<file path="src/rtl/tape_video_pkg.sv">
// Shared types, default timing/level constants and the symbol-to-DAC mapping
// for the tape video encoder.
package tape_video_pkg;

    typedef enum logic [1:0] {PH_SYNC, PH_BACK, PH_ACTIVE, PH_FRONT} phase_t;
    typedef enum logic [1:0] {LT_VSYNC, LT_BLANK, LT_ACTIVE} line_type_t;
    typedef enum logic {ST_IDLE, ST_RUN} run_state_t;

    localparam int DEF_H_SYNC    = 64;
    localparam int DEF_H_BACK    = 96;
    localparam int DEF_H_ACTIVE  = 1280;
    localparam int DEF_H_FRONT   = 32;
    localparam int DEF_V_SYNC    = 3;
    localparam int DEF_V_BLANK   = 19;
    localparam int DEF_V_ACTIVE  = 240;
    localparam int DEF_BPS       = 2;
    localparam int DEF_SYM_PIX   = 2;
    localparam int DEF_BLANK_LVL = 60;
    localparam int DEF_BLACK_LVL = 70;
    localparam int DEF_STEP      = 61;

    // Header bytes at the start of each active line when LINE_HEADER_EN is defined.
    localparam int HEADER_SLOTS  = 2;

    function automatic int slot_pixels(input int bps, input int sym_pix);
        return sym_pix * (8 / bps);
    endfunction

    function automatic logic [7:0] sym_level(input logic [7:0] sym,
                                             input logic [7:0] black_lvl,
                                             input logic [7:0] step);
        return black_lvl + sym * step;
    endfunction

endpackage

</file>
<file path="src/rtl/tape_symbol_shifter.sv">
// Byte-to-symbol serializer: MSB-first symbols of BPS bits, each held SYM_PIX
// pixels; flags the last pixel of the byte slot.
module tape_symbol_shifter
    import tape_video_pkg::*;
#(
    parameter int BPS     = DEF_BPS,
    parameter int SYM_PIX = DEF_SYM_PIX
) (
    input  logic           clk,
    input  logic           rst,
    input  logic           load,
    input  logic           advance,
    input  logic [7:0]     load_byte,
    output logic [BPS-1:0] sym,
    output logic           slot_last
);

    localparam int SYMS = 8 / BPS;
    localparam int HW   = (SYM_PIX > 1) ? $clog2(SYM_PIX) : 1;
    localparam int SW   = (SYMS > 1) ? $clog2(SYMS) : 1;

    logic [7:0]    shreg;
    logic [HW-1:0] hold;
    logic [SW-1:0] sym_idx;

    logic [7:0]    cur_reg;
    logic [HW-1:0] cur_hold;
    logic [SW-1:0] cur_idx;
    logic          hold_last;
    logic          sym_last;

    // A load presents the new byte's first symbol in the same cycle it is captured.
    always_comb begin
        cur_reg   = load ? load_byte : shreg;
        cur_hold  = load ? '0 : hold;
        cur_idx   = load ? '0 : sym_idx;
        hold_last = (cur_hold == HW'(SYM_PIX - 1));
        sym_last  = (cur_idx == SW'(SYMS - 1));
        sym       = cur_reg[7 -: BPS];
        slot_last = (load || advance) && hold_last && sym_last;
    end

    always_ff @(posedge clk or negedge rst) begin
        if (!rst) begin
            shreg   <= '0;
            hold    <= '0;
            sym_idx <= '0;
        end else if (load || advance) begin
            if (hold_last) begin
                shreg   <= cur_reg << BPS;
                hold    <= '0;
                sym_idx <= sym_last ? '0 : cur_idx + SW'(1);
            end else begin
                shreg   <= cur_reg;
                hold    <= cur_hold + HW'(1);
                sym_idx <= cur_idx;
            end
        end
    end

endmodule

</file>
<file path="src/rtl/tape_video_encoder.sv">
// Byte stream to line/frame structured composite video for the DAC.
// Optional feature macro: LINE_HEADER_EN (16-bit line index in the first two slots).
module tape_video_encoder
    import tape_video_pkg::*;
#(
    parameter int H_SYNC    = DEF_H_SYNC,
    parameter int H_BACK    = DEF_H_BACK,
    parameter int H_ACTIVE  = DEF_H_ACTIVE,
    parameter int H_FRONT   = DEF_H_FRONT,
    parameter int V_SYNC    = DEF_V_SYNC,
    parameter int V_BLANK   = DEF_V_BLANK,
    parameter int V_ACTIVE  = DEF_V_ACTIVE,
    parameter int BPS       = DEF_BPS,
    parameter int SYM_PIX   = DEF_SYM_PIX,
    parameter int BLANK_LVL = DEF_BLANK_LVL,
    parameter int BLACK_LVL = DEF_BLACK_LVL,
    parameter int STEP      = DEF_STEP
) (
    input  logic       clk,
    input  logic       rst,
    input  logic       en,
    input  logic [7:0] in_data,
    input  logic       in_valid,
    output logic       in_ready,
    output logic [7:0] video,
    output logic       sync_n,
    output logic       line_start,
    output logic       frame_start,
    output logic       underrun
);

    localparam int H_TOTAL     = H_SYNC + H_BACK + H_ACTIVE + H_FRONT;
    localparam int V_TOTAL     = V_SYNC + V_BLANK + V_ACTIVE;
    localparam int ACT_START   = H_SYNC + H_BACK;
    localparam int FRONT_START = ACT_START + H_ACTIVE;
    localparam int V_ACT_START = V_SYNC + V_BLANK;
    localparam int SLOT_PIX    = slot_pixels(BPS, SYM_PIX);
    localparam int SLOTS       = H_ACTIVE / SLOT_PIX;
    localparam int HW          = $clog2(H_TOTAL);
    localparam int VW          = $clog2(V_TOTAL);

    if (!(BPS == 1 || BPS == 2 || BPS == 4 || BPS == 8)) begin : g_bad_bps
        $error("tape_video_encoder: BPS must be 1, 2, 4 or 8");
    end
    if (SYM_PIX < 1) begin : g_bad_sym_pix
        $error("tape_video_encoder: SYM_PIX must be at least 1");
    end
    if (H_ACTIVE % SLOT_PIX != 0) begin : g_bad_active
        $error("tape_video_encoder: H_ACTIVE must be a multiple of a byte slot");
    end
    if (BLACK_LVL + STEP * ((1 << BPS) - 1) > 255) begin : g_bad_levels
        $error("tape_video_encoder: top symbol level exceeds the 8-bit DAC range");
    end
    if (H_SYNC < 1 || H_BACK < 1 || H_FRONT < 1) begin : g_bad_htiming
        $error("tape_video_encoder: sync and porch widths must be non-zero");
    end

    run_state_t    state;
    logic [HW-1:0] h;
    logic [VW-1:0] v;
    logic          slot_next_q;

    phase_t        phase;
    line_type_t    ltype;
    logic          pix_valid;
    logic          last_h;
    logic          last_v;
    logic          act_px;
    logic          slot_start;
    logic          hdr_slot;
    logic [7:0]    hdr_byte;
    logic [7:0]    load_byte;
    logic [BPS-1:0] sym;
    logic          slot_last;
    logic [7:0]    pix_video;
    logic          pix_sync_n;

    // h/v name the pixel being computed this cycle; it reaches the pins next cycle.
    // Counters sit at 0 in IDLE, so en can start pixel 0 straight from IDLE.
    always_comb begin
        pix_valid = (state == ST_RUN) || en;
        last_h    = (h == HW'(H_TOTAL - 1));
        last_v    = (v == VW'(V_TOTAL - 1));

        phase = PH_FRONT;
        if (h < HW'(H_SYNC))           phase = PH_SYNC;
        else if (h < HW'(ACT_START))   phase = PH_BACK;
        else if (h < HW'(FRONT_START)) phase = PH_ACTIVE;

        ltype = LT_ACTIVE;
        if (v < VW'(V_SYNC))           ltype = LT_VSYNC;
        else if (v < VW'(V_ACT_START)) ltype = LT_BLANK;

        act_px     = pix_valid && (ltype == LT_ACTIVE) && (phase == PH_ACTIVE);
        slot_start = act_px && ((h == HW'(ACT_START)) || slot_next_q);
    end

`ifdef LINE_HEADER_EN
    localparam int SCW = $clog2(SLOTS + 1);

    if (SLOTS < HEADER_SLOTS) begin : g_bad_header
        $error("tape_video_encoder: line header needs at least two byte slots");
    end

    logic [SCW-1:0] slot_cnt_q;
    logic [SCW-1:0] cur_slot;
    logic [15:0]    line_idx;

    always_comb begin
        cur_slot = (h == HW'(ACT_START)) ? '0 : slot_cnt_q;
        line_idx = 16'(v) - 16'(V_ACT_START);
        hdr_slot = slot_start && (cur_slot < SCW'(HEADER_SLOTS));
        hdr_byte = (cur_slot == '0) ? line_idx[15:8] : line_idx[7:0];
    end

    always_ff @(posedge clk or negedge rst) begin
        if (!rst)
            slot_cnt_q <= '0;
        else if (slot_start)
            slot_cnt_q <= cur_slot + SCW'(1);
    end
`else
    always_comb begin
        hdr_slot = 1'b0;
        hdr_byte = 8'h00;
    end
`endif

    // An unanswered slot loads zero, which is symbol 0 (black) for every pixel.
    always_comb begin
        in_ready  = slot_start && !hdr_slot;
        load_byte = hdr_slot ? hdr_byte : (in_valid ? in_data : 8'h00);
    end

    tape_symbol_shifter #(
        .BPS     (BPS),
        .SYM_PIX (SYM_PIX)
    ) u_shifter (
        .clk       (clk),
        .rst       (rst),
        .load      (slot_start),
        .advance   (act_px && !slot_start),
        .load_byte (load_byte),
        .sym       (sym),
        .slot_last (slot_last)
    );

    // VSYNC lines are inverted: sync low except for the trailing H_SYNC pixels.
    always_comb begin
        pix_video  = 8'(BLANK_LVL);
        pix_sync_n = 1'b1;
        case (ltype)
            LT_VSYNC: begin
                if (h < HW'(H_TOTAL - H_SYNC)) begin
                    pix_video  = 8'h00;
                    pix_sync_n = 1'b0;
                end
            end
            default: begin
                if (phase == PH_SYNC) begin
                    pix_video  = 8'h00;
                    pix_sync_n = 1'b0;
                end else if (ltype == LT_ACTIVE && phase == PH_ACTIVE) begin
                    pix_video = sym_level(8'(sym), 8'(BLACK_LVL), 8'(STEP));
                end
            end
        endcase
    end

    always_ff @(posedge clk or negedge rst) begin
        if (!rst) begin
            state       <= ST_IDLE;
            h           <= '0;
            v           <= '0;
            slot_next_q <= 1'b0;
            video       <= 8'(BLANK_LVL);
            sync_n      <= 1'b1;
            line_start  <= 1'b0;
            frame_start <= 1'b0;
            underrun    <= 1'b0;
        end else begin
            slot_next_q <= slot_last;
            if (in_ready && !in_valid)
                underrun <= 1'b1;
            if (pix_valid) begin
                video       <= pix_video;
                sync_n      <= pix_sync_n;
                line_start  <= (h == '0);
                frame_start <= (h == '0) && (v == '0);
                if (last_h) begin
                    h <= '0;
                    v <= last_v ? '0 : v + VW'(1);
                end else begin
                    h <= h + HW'(1);
                end
                // en only matters on the final pixel of a frame.
                state <= (last_h && last_v && !en) ? ST_IDLE : ST_RUN;
            end else begin
                video       <= 8'(BLANK_LVL);
                sync_n      <= 1'b1;
                line_start  <= 1'b0;
                frame_start <= 1'b0;
            end
        end
    end

endmodule

</file>
<file path="config.mk">
export PLATFORM = sky130hd
export DESIGN_NAME = tape_video_encoder
export DESIGN_NICKNAME = d
export VERILOG_FILES = /design/src/rtl/tape_video_pkg.sv /design/src/rtl/tape_symbol_shifter.sv /design/src/rtl/tape_video_encoder.sv
export SDC_FILE = /design/constraint.sdc
export NUM_CORES = 1
export LEC_CHECK = 0
export BUFFER_PORTS_ARGS = -buffer_cell sky130_fd_sc_hd__buf_2
export CAP_MARGIN = 5
export CORE_UTILIZATION = 30
export DETAILED_ROUTE_END_ITERATION = 10
export HOLD_SLACK_MARGIN = 0.12
export PLACE_DENSITY = 0.49
export SLEW_MARGIN = 20
export SYNTH_ARGS = -nofsm -noshare
export SYNTH_HDL_FRONTEND = slang
export SYNTH_SLANG_ARGS = --single-unit
</file>
<file path="constraint.sdc">
create_clock -name clk -period 2.55 [get_ports clk]
set_input_delay 0 -clock clk [delete_from_list [all_inputs] [get_ports clk]]
set_output_delay 0 -clock clk [all_outputs]
set_load 0.03 [all_outputs]
</file>
# Word-level counts from Yosys, hierarchy flattened
# Cells that the tools add are included.
# totals
regBits,45
latch_bits,0
ram_bits,0
rom_bits,0
input_bits,12
elab_cells,79
memories,0
# classes
n_addsub,5
multipliers,1
div_mod_pow,0
magnitude_cmp,6
eq_ne,6
n_shift,0
muxes,27
bitwise_logic,0
n_reduce_logical,22
# op_table
cell,count
$mux 8,7
$lt 11x11->1 const B,2
$mux 2,7
$add 11x1->11 const B,1
$eq 11x11->1 const B,1
$eq 11x8->1 const B,1
$logic_and 1x1->1,11
$logic_not 11->1,1
$lt 11x7->1 const B,1
$lt 11x8->1 const B,1
$mux 11,1
$mux 1,10
$add 9x1->9 const B,1
$eq 9x9->1 const B,1
$logic_not 9->1,1
$lt 9x2->1 const B,1
$lt 9x5->1 const B,1
$mux 9,1
$add 7x8->8 const A,1
$mul 2x6->8 const B,1
$eq 2x2->1 const B,3
$mux 6,1
$logic_not 2->1,2
$logic_not 1->1,3
4 further kinds,6

# Logic depth before layout (Yosys ltp)
# Gate-level depths: netlist (run 1).
# logic_depth
depth_word,14
depth_mapped,9
mapped_depth_nobuf,8

# Cells and area by module
# Synthesis (run 1) repeated with hierarchy kept, for this count alone.
# hier_totals
cells_unflattened,234
hier_area_um2,2377.3
# modules_own_cells
mod,n_inst,cells_each,area_each_um2
tape_video_encoder,1,172,1761.7
tape_symbol_shifter,1,62,615.6

# Least setup slack after synthesis (run 1)
# OpenSTA, ideal clock, no wires.
# synth_timing
path_type,register to register
start,reg h[0]
end,reg u_shifter.sym_idx[1]
arrival_time_ns,2.021
setup_slack_ns,0.408
stages_incl_launch_ff,10
synth_period_minus_slack_ns,2.142
cell_sequence,dfrtp_1 -> inv_1 -> ha_1 -> nor4b_4 -> a31o_1 -> buf_6 -> nand4_2 -> and2_1 -> ha_1 -> a32o_1
# synth_via
elab_chain_cells,11
# synth_rtl
item,line,text
"start, declared",tape_video_encoder.sv:59,logic [HW-1:0] h;
"start signal, assigned",tape_video_encoder.sv:194,h <= h + HW'(1);
$lt 11x11->1,tape_video_encoder.sv:88,else if (h < HW'(FRONT_START)) phase = PH_ACTIVE;
$mux 1,tape_video_encoder.sv:88,
$mux 2,tape_video_encoder.sv:87,else if (h < HW'(ACT_START)) phase = PH_BACK;
$mux 2,tape_video_encoder.sv:86,if (h < HW'(H_SYNC)) phase = PH_SYNC;
$eq 2x2->1,tape_video_encoder.sv:94,act_px = pix_valid && (ltype == LT_ACTIVE) && (phase == PH_ACTIVE);
$logic_and 1x1->1,tape_video_encoder.sv:94,
$logic_and 1x1->1,tape_video_encoder.sv:95,slot_start = act_px && ((h == HW'(ACT_START)) || slot_next_q);
$mux 2,tape_symbol_shifter.sv:36,cur_idx = load ? '0 : sym_idx;
$add 2x1->2 or $eq 2x2->1 (tied branches),"tape_symbol_shifter.sv:52, tape_symbol_shifter.sv:38",
$mux 2,tape_symbol_shifter.sv:52,sym_idx <= sym_last ? '0 : cur_idx + SW'(1);
$mux 2,tape_symbol_shifter.sv:49,if (hold_last) begin
"end signal, assigned",tape_symbol_shifter.sv:52,
"end signal, assigned",tape_symbol_shifter.sv:56,sym_idx <= cur_idx;
"end, declared",tape_symbol_shifter.sv:24,logic [SW-1:0] sym_idx;
# Parallel ways exist; a longest one is shown, timed or not.
# A chain may end at the register's enable or synchronous reset.

# Worst setup path in the final report (run 1)
# Ends and elaborated chain as after synthesis.

==> out/metrics.yaml, run 1 <==
worst_setup_path:
  reg2reg_slack_ns: 0.25
  critPathRequiredTime_ns: 2.74
  crit_arrival_ns: 2.49
  worstSetupEndpointType: "register"
  startpoint_type: "register"
  r2r_end: "u_shifter.sym_idx[1]$_DFFE_PN0N_"
  critical_path.max_fanout: 10
  crit_type: "reg2reg"
  r2r_cells: 8
  reg2reg_from: "h[0]$_DFFE_PN0P_"
die:
  rows: 31
  die_w_um: 90.2
  start_util_pct: 31.6
  pin_count: 25
  die_h_um: 90.2
  core_um2: 7370
  die-area_um2: 8130
pwr:
  p_sw_share_pct: 30.4
  seqPwrFrac_pct: 57.6
  power_frac_comb_pct: 13.8
  vdd_drop_max_mv: 0.272
  p_per_area_nw_per_um2: 544
  power_switching_mw: 0.453
  pwr-share-clk_pct: 28.6
  total_leakage_power_nw: 1.24
  p_int_mw: 1.04
routing:
  ant_nets: 0
  dr.pass1.iters: 4
  drc_errors: 0
  drtIter0Drc: 74
  routed_wl_mm: 4.95
  vias_per_cell: 4.97
  avgRoutedWirePerCell_um: 14.0
  vias: 1756
yosys:
  yosysTopAreaCell: "dfrtp_1"
  syn_nets: 238
  synth_most_common_cell: "dfrtp_1"
  ys_types: 60
  yosys-top-cells-area: "dfrtp_1 (43%), ha_1 (4.3%), dfstp_2 (3.4%)"
  synth_common_cells: "dfrtp_1 (40), nand2_1 (16), nor2_1 (11)"
  mappedNetlistArea_um2: 2330
  ys.flop_type: "dfrtp_1"
  synthArstFlopShare_pct: 100
  synth_cells: 218
  ys_seq_area_share_pct: 46.3
  yosysTopAreaCellShare_pct: 42.9
  yosysWarnings: 0
  ys_ff_latch: 43
  synth_area_per_cell_um2: 10.7
  synth_edf_count: 0
global_route:
  use_met3_pct: 2.96
  grtUsageMet2_pct: 21.0
  first_global_vias: 1744
  globalRouteOverflowTotal: 0
  grt.met1_usage_pct: 17.5
  antenna_found_initial: 0
  track_usage_pct: 13.0
  grt_pass1_wl_mm: 8.49
  top_usage_layer: "met2"
  grt_max_degree: 44
timing:
  hold_viol: 0
  post-route-min-period_ns: 2.30
  finClkSkew_ns: 0.00688
  maxSlewViolCount: 0
  fin_setup_tns_ns: 0
  setup_viol: 0
  rsz0062_at_grt: "false"
  worst_pin_slew_ns: 0.987
  timing.fmax_mhz: 434
  hold_ws_ns: 0.191
  slew_headroom_pct: 33.8
  min_period_over_period_pct: 90.3
min_path:
  hold_start: "in_data[6]"
  hold_class: "in2reg"
  worstHoldPathCells: 4
  worstHoldEndpoint: "video[0]$_DFF_PN0_"
final_layout:
  n_antenna_cell: 0
  drive_gt1_share_pct: 20.9
  stdcell_area_um2: 2740
  area_growth_pct: 17.5
  finalNetCount: 273
clock_network:
  clkSlewWorstSetupHoldPaths_ns: 0.08
  clockBufferDepth: 2
  numCtsBuffers: 5
  cts.sinks: 43
  clockRootBuffer: "clkbuf_8"
  cts_tree: "yes"
  clkLatencyLatePin_ns: 0.29
  cts-htree-levels: 2
  postCtsSetupRepairBufs: 0
place:
  globalplace.congestion: 0.735
  io_buffer_count: 24
  hpwl_mm: 3.41
  postPlaceCellArea_um2: 2530
status:
  status: "complete, no violations"
flow_run:
  drv_cap: 0
-- cell type report --
cell class / instances / area, um^2
Clock inverter: 2 / 12.5
Inverter: 10 / 37.5
Tap cell: 99 / 124
Multi-Input combinational cell: 152 / 1130
Fill cell: 766 / 4630
Sequential cell: 43 / 1080
Clock buffer: 6 / 72.6
Timing Repair Buffer: 41 / 280
-- worst max path at each step --
stage                     cells past startpoint              from                               end
after floorplan                               9  h[0]$_DFFE_PN0P_  u_shifter.sym_idx[1]$_DFFE_PN0N_
after global placement                        8  h[0]$_DFFE_PN0P_  u_shifter.sym_idx[1]$_DFFE_PN0N_
after detailed placement                      8  h[0]$_DFFE_PN0P_  u_shifter.sym_idx[1]$_DFFE_PN0N_
after CTS                                     8  h[0]$_DFFE_PN0P_  u_shifter.sym_idx[1]$_DFFE_PN0N_
after global routing                          8  h[1]$_DFFE_PN0P_  u_shifter.sym_idx[1]$_DFFE_PN0N_
final                                         8  h[0]$_DFFE_PN0P_  u_shifter.sym_idx[1]$_DFFE_PN0N_
-- stage by stage --
step | util, % | instances | power (mW) | setup slack [ns]
after floorplan | - | 218 | 0.998 | 0.408
after global placement | 34.4 | 333 | 1.06 | 0.327
after detailed placement | 34.4 | 333 | 1.06 | 0.260
after CTS | 37.1 | 353 | 1.51 | 0.242
after global routing | 37.2 | 353 | 1.58 | 0.0981
final | 37.2 | 353 | 1.49 | 0.247
-- sequential cells by signal (all words and copies together) (netlist names) --
signal	count
u_shifter.sym_idx	2
underrun	1
v	9
h	11
line_start	1
u_shifter.shreg	8
state	1
video	6
frame_start	1
slot_next_q	1
u_shifter.hold	1
sync_n	1
-- worst max-delay path, stage by stage, from the launching register on --
cell and delay, ns:
dfrtp_1 0.41, inv_1 0.09, ha_1 0.15, nor4b_4 0.31, a31o_1 0.23, nand4_2 0.24
and2_1 0.27, ha_1 0.28, a32o_1 0.21
-- routing by layer --
layer / up-vias / part of all wire, %
met5: - / 0
li1: 875 / -
met4: 0 / 0.93
met1: 856 / 50
met2: 20 / 46
met3: 5 / 2.5
-- power groups by stage --
stage	Combinational [mW]	Sequential (mW)	Clock [mW]
after CTS	0.209	0.855	0.448
final	0.206	0.858	0.426
after detailed placement	0.194	0.868	0
after global routing	0.237	0.873	0.473
after floorplan	0.177	0.820	0
after global placement	0.195	0.869	0
-- what timing repair did --
| item | in CTS | in global routing |
|---|---|---|
| hold buffers | 12 | 0 |
| setup endpoints to repair | 0 | 0 |
| resized for setup | 0 | 0 |
| endpoints found under the hold margin | 49 | 0 |
-- cell families (layout without fill, tap and decap cells) --
kind of cell / after synthesis / after routing / synth area share [%]
flip-flops: 43 / 43 / 46.3
AND/OR/NAND/NOR: 75 / 75 / 19.7
adder cells (fa/ha/maj): 8 / 8 / 4.29
XOR/XNOR: 11 / 11 / 4.13
multiplexers: 4 / 4 / 1.88
buffers and inverters: 23 / 59 / 5.10
AO/OA/AOI/OAI: 54 / 54 / 18.6
-- placed cells by master (no fill, tap or decap), types with 8 or more instances in the layout --
| master | n |
|---|---|
| inv_1 | 10 |
| ha_1 | 8 |
| o2bb2ai_1 | 8 |
| buf_2 | 23 |
| nor2_1 | 11 |
| nand2_1 | 16 |
| nand3_1 | 8 |
| dlygate4sd3_1 | 12 |
| dfrtp_1 | 40 |
Power figures use the tool's default switching activity.
==> inputs of run 2 (changes only) <==
REMOVE_ABC_BUFFERS = 1   (was default)
==> run 2 against run 1 <==
Clock skew is 0.00057 ns higher; sequential power is 3.0% lower; first-iteration DRC count is 55% higher; cell count unchanged; clock-buffer cell count shrank 1; design area is 1.0% higher; setup slack got worse by 0.043 ns; clock power rose by 28%; routed wire length grew 0.77%; largest cell class unchanged.
==> out/metrics.yaml, run 2 (same netlist as run 1, synthesis figures left out) <==
status:
  status: "complete, no violations"
pwr:
  total_leakage_power_nw: 1.26
  power_mw: 1.62
  vdd_drop_max_mv: 0.239
  p_per_area_nw_per_um2: 585
timing:
  timing.fmax_mhz: 426
  setup_viol: 0
  post-route-min-period_ns: 2.35
  maxSlewViolCount: 0
  slew_headroom_pct: 32.2
  rsz0062_at_grt: "false"
  min_period_over_period_pct: 92.0
  setup_ws_ns: 0.204
  fin_setup_tns_ns: 0
  hold_viol: 0
  finClkSkew_ns: 0.00745
  worst_pin_slew_ns: 1.01
global_route:
  first_global_vias: 1658
  globalRouteOverflowTotal: 0
  grt_pass1_wl_mm: 8.42
  track_usage_pct: 13.0
  antenna_found_initial: 0
  grt_max_degree: 44
routing:
  drtIter0Drc: 115
  dr.pass1.iters: 4
  avgRoutedWirePerCell_um: 14.1
  drc_errors: 0
  vias_per_cell: 4.98
  ant_nets: 0
  vias: 1758
  routed_wl_mm: 4.99
die:
  core_um2: 7370
  die_w_um: 90.2
  rows: 31
  pin_count: 25
  die-area_um2: 8130
  die_h_um: 90.2
  start_util_pct: 31.6
worst_setup_path:
  crit_arrival_ns: 2.54
  critPathRequiredTime_ns: 2.74
  worstSetupEndpointType: "register"
  critical_path.max_fanout: 10
  crit_type: "reg2reg"
  r2r_cells: 8
  startpoint_type: "register"
place:
  postPlaceCellArea_um2: 2530
  preCtsSetupSlack_ns: 0.252
  globalplace.congestion: 0.772
  hpwl_mm: 3.45
  io_buffer_count: 24
clock_network:
  clkLatencyLatePin_ns: 0.30
  clkSlewWorstSetupHoldPaths_ns: 0.09
  cts_tree: "yes"
  cts.sinks: 43
  clockBufferDepth: 2
  cts-htree-levels: 2
  clockRootBuffer: "clkbuf_8"
  cts_resized: 0
  numCtsBuffers: 5
  postCtsSetupRepairBufs: 0
final_layout:
  final_cell_mix: "dfrtp_1 (40), buf_2 (23), nand2_1 (16)"
  finalNetCount: 273
  stdcell_area_um2: 2770
  layout_commonest_cell: "dfrtp_1"
  largest_register: "h"
  drive_gt1_share_pct: 21.3
  n_antenna_cell: 0
  largest_reg_flops: 11
  reg.largest.list: "h: 11 flops, v: 9 flops, u_shifter.shreg: 8 flops"
  utilization_pct: 37.6
  area_growth_pct: 18.7
min_path:
  hold_class: "in2reg"
  worstHoldPathCells: 4
flow_run:
  drv_cap: 0
run 2: changes by cell type in the layout (fill, tap and decap cells not counted), sizes merged:
cell	before	now
bufinv	0	1
clkinvlp	1	0
clkinv	1	2
clkbuf	6	5
run 2: repair_timing:
action / in CTS / in global routing
hold buffers: 12 / 0
hold endpoints to repair: 49 / 0
setup endpoints to repair: 0 / 0
run 2: layer usage:
metal	vias up	wire length (um)	track usage (%)
li1	872	-	-
met1	845	2550	19.1
met2	35	2200	19.0
met3	6	184	3.38
met4	0	54	3.23
met5	-	0	0
run 2: stage by stage:
stage,cells,hold WS [ns]
6_report,353,0.176
5_1_grt,353,0.201
4_1_cts,353,0.168
3_5_place_dp,333,0.220
3_3_place_gp,333,0.227
2_1_floorplan,205,-0.296
run 2: layout make-up:
class                      count  area (um^2)
sequential                    43         1080
tap                           99          124
clock buffer                   5         68.8
multi-input combinational    152         1130
fill                         768         4600
inverter                      10         37.5
timing repair buffer          41          280
clock inverter                 3         43.8
run 2: critical path, stage by stage, from the launching register on:
cell and delay [ns]:
dfrtp_1 0.42, inv_1 0.08, ha_1 0.15, nor4b_4 0.33
a31o_1 0.24, nand4_2 0.24, and2_1 0.27, ha_1 0.29
a32o_1 0.22
run 2: power breakdown:
group | internal (mW) | switching [mW] | total (mW)
clock network | 0.292 | 0.252 | 0.544
registers | 0.737 | 0.0944 | 0.832
logic | 0.118 | 0.125 | 0.242
total | 1.15 | 0.471 | 1.62
run 2: path summary, 6_finish.rpt:
path / startpoint / to / slack, ns
setup reg to reg: h[0]$_DFFE_PN0P_ / u_shifter.sym_idx[1]$_DFFE_PN0N_ / 0.20
min in group asynchronous: rst / h[4]$_DFFE_PN0P_ / 0.23
max in group asynchronous: rst / video[2]$_DFF_PN1_ / 1.94
hold reg to reg: u_shifter.sym_idx[1]$_DFFE_PN0N_ / u_shifter.sym_idx[1]$_DFFE_PN0N_ / 0.49
setup / recovery: h[0]$_DFFE_PN0P_ / u_shifter.sym_idx[1]$_DFFE_PN0N_ / 0.20
hold / removal: in_data[6] / u_shifter.shreg[6]$_DFFE_PN0N_ / 0.18
==> inputs of run 3 (changes only) <==
==> constraint.sdc (replaced) <==
create_clock -name clk -period 2.55 [get_ports clk]
set_input_delay 0.51 -clock clk [delete_from_list [all_inputs] [get_ports clk]]
set_output_delay 0.51 -clock clk [all_outputs]
set_load 0.03 [all_outputs]
==> run 3 against run 2 <==
Clock-buffer cell count rose by 2; fmax is 1.6% lower; hold slack got worse by 0.024 ns; design area shrank 2.2%; sequential cell count stayed put; utilization is 0.81 points lower; sequential power is essentially flat; setup slack worse by 0.039 ns; clock power fell by 10%; critical path depth is 1 lower; routed wire length rose by 1.2%; critical endpoint is now in_ready; highest routed layer unchanged.
==> out/metrics.yaml, run 3 (same netlist as run 1, synthesis figures left out) <==
die:
  die_h_um: 90.2
  pin_count: 25
  die_w_um: 90.2
  die-area_um2: 8130
  rows: 31
  core_um2: 7370
  start_util_pct: 31.6
clock_network:
  numCtsBuffers: 5
  cts_tree: "yes"
  clkLatencyLatePin_ns: 0.30
  clkSlewWorstSetupHoldPaths_ns: 0.08
  cts.sinks: 43
  clockBufferDepth: 2
  clockRootBuffer: "clkbuf_8"
  cts-htree-levels: 2
  ctsHoldBuffers: 0
final_layout:
  num-fill-cells: 769
  stdcell_area_um2: 2710
  layout_commonest_cell: "dfrtp_1"
  final_cell_mix: "dfrtp_1 (40), buf_2 (23), nand2_1 (16)"
  utilization_pct: 36.7
  largest_register: "h"
  finalNetCount: 269
  area_growth_pct: 16.1
  n_antenna_cell: 0
  drive_gt1_share_pct: 24.8
  largest_reg_flops: 11
  reg.largest.list: "h: 11 flops, v: 9 flops, u_shifter.shreg: 8 flops"
routing:
  ant_nets: 0
  routed_wl_mm: 5.05
  vias: 1737
  dr.pass1.iters: 4
  avgRoutedWirePerCell_um: 14.5
  vias_per_cell: 4.98
  drtIter0Drc: 72
  drc_errors: 0
timing:
  setup_viol: 0
  hold_viol: 0
  finClkSkew_ns: 0.00461
  slew_headroom_pct: 33.4
  post-route-min-period_ns: 2.39
  fin_setup_tns_ns: 0
  worst_pin_slew_ns: 0.993
  timing.fmax_mhz: 419
  rsz0062_at_grt: "false"
  maxSlewViolCount: 0
  min_period_over_period_pct: 93.5
worst_setup_path:
  crit_type: "reg2out"
  reg2reg_from: "h[7]$_DFFE_PN0P_"
  critical_path.max_fanout: 6
  startpoint_type: "register"
  worstSetupEndpointType: "output port"
  worstSetupStartpoint: "h[1]$_DFFE_PN0P_"
  critPathRequiredTime_ns: 2.04
  crit_arrival_ns: 1.88
  reg2reg_slack_ns: 0.31
pwr:
  p_per_area_nw_per_um2: 580
  total_leakage_power_nw: 1.24
  vdd_drop_max_mv: 0.233
  power_mw: 1.57
place:
  hpwl_mm: 3.66
  globalplace.congestion: 0.793
  io_buffer_count: 24
  postPlaceCellArea_um2: 2560
global_route:
  track_usage_pct: 13.3
  antenna_found_initial: 0
  first_global_vias: 1707
  grt_pass1_wl_mm: 8.62
  globalRouteOverflowTotal: 0
  grt_max_degree: 21
min_path:
  hold_class: "in2async"
flow_run:
  drv_cap: 0
status:
  status: "complete, no violations"
-- run 3: cell types whose count changed in the layout (fill, tap and decap cells not counted), sizes merged --
cell / change
clkinvlp: +1
dlygate4sd3: -12
bufinv: -1
clkinv: -2
clkbuf: +3
buf: +7
-- run 3: layout make-up --
cell class              count  area (um^2)  share of cell area (%)
multi-input cells         152         1140                    42.2
flip-flops and latches     43         1080                    39.9
repair buffers             37          220                    8.13
well taps                  99          124                    4.57
clock buffers               7         96.3                    3.56
inverters                  10         37.5                    1.39
clock inverters             1         7.51                   0.277
-- run 3: path summary, 6_finish.rpt --
path	end	cells past startpoint
setup / recovery	in_ready	7
hold / removal	h[4]$_DFFE_PN0P_	1
setup reg to reg	video[2]$_DFF_PN1_	6
hold reg to reg	underrun$_DFFE_PN0P_	1
max in group asynchronous	v[3]$_DFFE_PN0P_	2
min in group clk	u_shifter.shreg[1]$_DFFE_PN0N_	3
-- run 3: timing repair --
action	CTS	global route
buffers inserted	0	4
setup endpoints to repair	0	1
hold endpoints to repair	0	0
resized for setup	0	2
-- run 3: power breakdown --
| part | internal, mW | switching, mW | total, mW |
|---|---|---|---|
| Clock | 0.247 | 0.241 | 0.487 |
| Sequential | 0.738 | 0.0943 | 0.832 |
| Combinational | 0.122 | 0.128 | 0.250 |
| Total | 1.11 | 0.463 | 1.57 |
-- run 3: metal layers --
metal / vias up / track usage [%] / routed length, um
met4: 0 / 3.63 / 55
met1: 845 / 18.9 / 2570
met5: - / 0 / 0
met3: 6 / 3.30 / 156
met2: 25 / 20.0 / 2270
li1: 861 / - / -
-- run 3: metrics by stage --
stage / std cells / setup slack [ns] / hold WS, ns
final: 349 / 0.165 / 0.152
after global routing: 349 / 0.00673 / 0.182
after CTS: 345 / 0.00412 / 0.169
after detailed placement: 337 / 0.284 / 0.470
after global placement: 337 / 0.309 / 0.465
after floorplan: 205 / 0.316 / 0.214
-- run 3: worst max-delay path, stage by stage, from the launching register on --
cell      delay [ns]
dfrtp_1         0.41
inv_1           0.08
ha_1            0.14
nor4b_4         0.29
a31o_1          0.26
nand4_4         0.13
inv_1           0.08
clkbuf_4        0.18
